`src/rtl/fifo_ctrl_pkg.sv`:
```
// Shared types and width helpers for the FIFO-side schedulers.
package fifo_ctrl_pkg;

  typedef enum logic [0:0] {
    IDLE,
    GRANT
  } arb_state_e;

  // Index width that never collapses to zero, so one-entry vectors still get a usable index.
  function automatic int unsigned idx_width(input int unsigned n);
    return (n > 1) ? $clog2(n) : 1;
  endfunction

  localparam int unsigned NumReqDefault   = 4;
  localparam int unsigned MaxBurstDefault = 4;
  localparam int unsigned GrantWDefault   = $clog2(NumReqDefault);
  localparam int unsigned BeatWDefault    = idx_width(MaxBurstDefault);

endpackage

```
`src/rtl/rr_pick.sv`:
```
// Rotate-priority picker: first set bit of req searching upward from last+1, with wrap-around.
module rr_pick
  import fifo_ctrl_pkg::*;
#(
  parameter int unsigned NUM_REQ = 4,
  parameter int unsigned IdxW    = idx_width(NUM_REQ)
) (
  input  logic [NUM_REQ-1:0] req,
  input  logic [IdxW-1:0]    last,
  output logic               found,
  output logic [IdxW-1:0]    index
);

  // Scan from farthest to nearest candidate so the nearest valid one is the final assignment.
  always_comb begin
    int unsigned j;
    j     = 0;
    found = 1'b0;
    index = '0;
    for (int i = NUM_REQ; i >= 1; i--) begin
      j = (32'(last) + 32'(i)) % NUM_REQ;
      if (req[j[IdxW-1:0]]) begin
        found = 1'b1;
        index = j[IdxW-1:0];
      end
    end
  end

endmodule

```
`src/rtl/fifo_wr_arbiter.sv`:
```
// Round-robin, burst-limited arbiter sharing one FIFO write port among NUM_REQ producers.
module fifo_wr_arbiter
  import fifo_ctrl_pkg::*;
#(
  parameter int unsigned NUM_REQ    = 4,
  parameter int unsigned data_width = 8,
  parameter int unsigned MAX_BURST  = 4,
  localparam int unsigned GrantW    = $clog2(NUM_REQ),
  localparam int unsigned BeatW     = idx_width(MAX_BURST)
) (
  input  logic                          wr_clk,
  input  logic                          wr_rst_n,
  input  logic [NUM_REQ-1:0]            req_valid,
  input  logic [NUM_REQ*data_width-1:0] req_data,
  output logic [NUM_REQ-1:0]            req_ready,
  input  logic                          full,
  output logic                          wr_en,
  output logic [data_width-1:0]         data_in,
  output logic [GrantW-1:0]             grant_id,
  output logic                          busy
);

  arb_state_e        state_q;
  logic [GrantW-1:0] grant_q;
  logic [GrantW-1:0] last_grant_q;
  logic [BeatW-1:0]  beat_cnt_q;

  logic                  cur_valid;
  logic [data_width-1:0] cur_data;
  logic                  accept;
  logic                  last_beat;
  logic                  release_grant;
  logic                  pick_found;
  logic [GrantW-1:0]     pick_index;

  // While granted, last_grant equals the owner, so one picker serves both IDLE and release.
  rr_pick #(
    .NUM_REQ (NUM_REQ),
    .IdxW    (GrantW)
  ) u_rr_pick (
    .req   (req_valid),
    .last  (last_grant_q),
    .found (pick_found),
    .index (pick_index)
  );

  // Select the owner's valid and data slice.
  always_comb begin
    cur_valid = 1'b0;
    cur_data  = '0;
    for (int i = 0; i < NUM_REQ; i++) begin
      if (grant_q == GrantW'(i)) begin
        cur_valid = req_valid[i];
        cur_data  = req_data[i*data_width +: data_width];
      end
    end
  end

  // Write-port outputs, gated combinationally by full so the FIFO never sees a write while full.
  always_comb begin
    busy          = (state_q == GRANT);
    accept        = busy & cur_valid & ~full;
    wr_en         = accept;
    data_in       = busy ? cur_data : '0;
    last_beat     = (beat_cnt_q == BeatW'(MAX_BURST - 1));
    release_grant = busy & (~cur_valid | (accept & last_beat));
    req_ready     = '0;
    for (int i = 0; i < NUM_REQ; i++) begin
      req_ready[i] = accept & (grant_q == GrantW'(i));
    end
  end

  assign grant_id = grant_q;

  // Grant FSM: take a winner from IDLE, count beats, re-arbitrate on release with no bubble.
  always_ff @(posedge wr_clk or negedge wr_rst_n) begin
    if (!wr_rst_n) begin
      state_q      <= IDLE;
      grant_q      <= '0;
      last_grant_q <= GrantW'(NUM_REQ - 1);
      beat_cnt_q   <= '0;
    end else begin
      unique case (state_q)
        IDLE: begin
          if (pick_found) begin
            state_q      <= GRANT;
            grant_q      <= pick_index;
            last_grant_q <= pick_index;
            beat_cnt_q   <= '0;
          end
        end
        GRANT: begin
          if (release_grant) begin
            beat_cnt_q <= '0;
            if (pick_found) begin
              grant_q      <= pick_index;
              last_grant_q <= pick_index;
            end else begin
              state_q <= IDLE;
            end
          end else if (accept) begin
            beat_cnt_q <= beat_cnt_q + BeatW'(1);
          end
        end
        default: state_q <= IDLE;
      endcase
    end
  end

endmodule
```
`config.mk`:
```
export PLATFORM = sky130hd
export DESIGN_NAME = fifo_wr_arbiter
export DESIGN_NICKNAME = d
export VERILOG_FILES = /design/src/rtl/fifo_ctrl_pkg.sv /design/src/rtl/rr_pick.sv /design/src/rtl/fifo_wr_arbiter.sv
export SDC_FILE = /design/constraint.sdc
export NUM_CORES = 1
export LEC_CHECK = 0
export CAP_MARGIN = 20
export CORE_ASPECT_RATIO = 1.2
export CORE_UTILIZATION = 38
export CTS_BUF_LIST = sky130_fd_sc_hd__clkbuf_4
export DETAILED_ROUTE_END_ITERATION = 6
export HOLD_SLACK_MARGIN = 0.12
export PLACE_DENSITY = 0.95
export SYNTH_ARGS = -nofsm -noshare
export SYNTH_HDL_FRONTEND = slang
export SYNTH_SLANG_ARGS = --single-unit
export TNS_END_PERCENT = 10
```
`constraint.sdc`:
```
create_clock -name wr_clk -period 4.7 [get_ports wr_clk]
set_input_delay 0.705 -clock wr_clk [delete_from_list [all_inputs] [get_ports wr_clk]]
set_output_delay 0.705 -clock wr_clk [all_outputs]
set_load 0.01 [all_outputs]
```
==> flow_summary.yaml <==
min_path:
  hp-class: "reg2reg"
  whs_path_depth: 1
placement:
  dpl_worst_slack_ns: 1.541
  place_area_um2: 1286
  dp_hpwl_mm: 1.629
  gp_congestion: 0.7689
  portBuffers: 54
floorplan:
  die_h_um: 50.53
  die_x_um: 42.44
  core_area_um2: 1851
  start_util_pct: 40.30
  die_area_um2: 2144
  num_io_pins: 55
  rows: 17
worst_setup_path:
  cp.required_ns: 3.99
  reg2reg_depth: 3
  cp-start-kind: "primary input"
  worstPathArrival_ns: 2.45
  r2r_start: "grant_id[0]"
  crit_path_start: "req_valid[3]"
  path_max_fanout: 7
  crit_type: "in2out"
  crit_path_end: "wr_en"
  crit_path_end_kind: "output pin"
  r2r_end: "beat_cnt_q[0]"
  r2r_slack_ns: 2.72
power:
  power.density_nw_per_um2: 449.3
  power_mw: 0.5914
  power.leakage_nw: 0.5011
  vdd_drop_max_mv: 0.3567
logic_synthesis:
  syn_nets: 102
  netlist_top_cells_area: "mux4_2 18%, dfrtp_1 17%, mux4_1 11%"
  synth.distinct_cells: 32
  yosysSeqAreaShare_pct: 23.83
  syn_inst: 62
  syn_area_um2: 745.7
  yosysWarnings: 0
  netlist_top_cells_count: "10 x and2_1, 6 x mux4_2, 5 x dfrtp_1"
  synth_edf_count: 0
  yosys_register_bits: 7
  synth_flop_cell: "dfrtp_1"
  synth_async_sr_flop_share_pct: 100.0
  synth.largest_area_cell: "mux4_2"
  yosysTopAreaCellShare_pct: 18.12
  yosysMostFrequentCell: "and2_1"
  syn_avg_cell_area_um2: 12.03
timing:
  setup_viol: 0
  period_share_pct: 67.06
  worst_slack_ns: 1.548
  rsz0062_at_grt: "false"
  finClkSkew_ns: 0.003564
  slew_viol_final: 0
  worstMarginPinSlew_ns: 0.6780
  finalHoldViolCount: 0
  max_freq_ghz: 0.3173
  post-route-min-period_ns: 3.152
  slew_headroom_pct: 54.80
  fin_tns_setup_ns: 0
detailed_routing:
  first_pass_iters: 4
  first_iter_violations: 6
  route.detailed.drc: 0
  finalWirelength_mm: 2.031
  viasPerCell: 5.741
  vias: 775
  wl_per_cell_um: 15.04
  ant_nets: 0
clocking:
  cts_buffer_depth: 2
  path_clk_slew_ns: 0.05
  cts_setup_buffers: 0
  htree_levels: 1
  numCtsBuffers: 3
  cts_root_buffer: "clkbuf_4"
  cts_tree: "done"
  post_cts_resized: 0
  cts.sinks: 7
  clock_latency_ns: 0.25
  cts_hold_buf: 0
cells_and_area:
  final_area_um2: 1316
  insertedDiodeCount: 0
  drive_above_1_share_pct: 14.66
  area_growth_pct: 76.51
  nNetsFinal: 157
global_route:
  grt_max_degree: 17
  overflow: 0
  grt_antenna_before_repair: 0
  grt_pass1_vias: 788
  grt_pass1_wl_mm: 3.381
  grt_usage_pct: 20.29
run_status:
  status: "complete, no violations"
flow_run:
  drv_cap: 0
## cell usage in the layout (no fill, tap or decap), drive strengths merged
master         count
and3b              1
and4               1
mux4               9
nor4bb             1
and2              10
dfstp              2
nor2b              2
nand3              1
o221a              1
clkbuf             4
ha                 1
mux2i              2
and3               1
inv                3
a31o               1
nand2b             1
or2                1
clkdlybuf4s50     54
o22ai              1
or3b               1
o2bb2ai            2
a2bb2oi            3
and4b              2
o31ai              1
a21oi              1
nor4               1
a31oi              1
nand3b             1
a21boi             1
dfrtp              5
## worst min path at each step
| stage | from | endpoint | slack (ns) |
|---|---|---|---|
| final | beat_cnt_q[0] | beat_cnt_q[0] | 0.51 |
| after global placement | beat_cnt_q[0] | beat_cnt_q[0] | 0.47 |
| after floorplan | wr_rst_n | beat_cnt_q[0] | 0.41 |
| after global routing | beat_cnt_q[0] | beat_cnt_q[0] | 0.54 |
| after detailed placement | beat_cnt_q[0] | beat_cnt_q[0] | 0.51 |
| after CTS | beat_cnt_q[0] | beat_cnt_q[0] | 0.51 |
## flip-flops by register name, indices dropped and copies added, names as in the netlist
register / cells
last_grant_q: 2
grant_id: 2
busy: 1
beat_cnt_q: 2
## area by class of cell
cell class / instances / area, um2
repair buffers: 54 / 540.5
clock buffers: 4 / 30.03
multi-input cells: 48 / 533.0
fillers: 134 / 534.3
well taps: 19 / 23.77
flip-flops and latches: 7 / 177.7
inverters: 3 / 11.26
## per-stage QoR
step / hold WS, ns / std cells / utilization (%)
after CTS: 0.5144 / 135 / 71.13
after floorplan: 0.4094 / 62 / -
after detailed placement: 0.5078 / 131 / 69.51
after global placement: 0.4690 / 131 / 69.51
final: 0.5091 / 135 / 71.13
after global routing: 0.5362 / 135 / 71.13
## cells by family (layout without fill, tap and decap cells)
family                   after synthesis  count (layout)  synth area share [%]
AND/OR/NAND/NOR                       24              24                 23.49
AO/OA/AOI/OAI                         12              12                 14.93
multiplexers                          11              11                 31.38
flip-flops                             7               7                 23.83
buffers and inverters                  7              61                 4.698
adder cells (fa/ha/maj)                1               1                 1.678
## power breakdown
group / internal (mW) / leakage, nW / switching [mW]
combinational: 0.255 / 0.403 / 0.119
sequential: 0.0916 / 0.0800 / 0.0654
clock: 0.0382 / 0.0184 / 0.0224
total: 0.385 / 0.501 / 0.207
## critical path: stages
cell             delay [ns]
clkdlybuf4s50_1        0.50
mux4_2                 0.60
and2_1                 0.18
clkdlybuf4s50_1        0.47
## per-layer routing
layer	part of all wire [%]	track usage [%]
met1	37	23.17
met2	55	37.44
met3	8.0	5.755
met4	0	3.646
met5	0	0
Power figures use the tool's default switching activity.
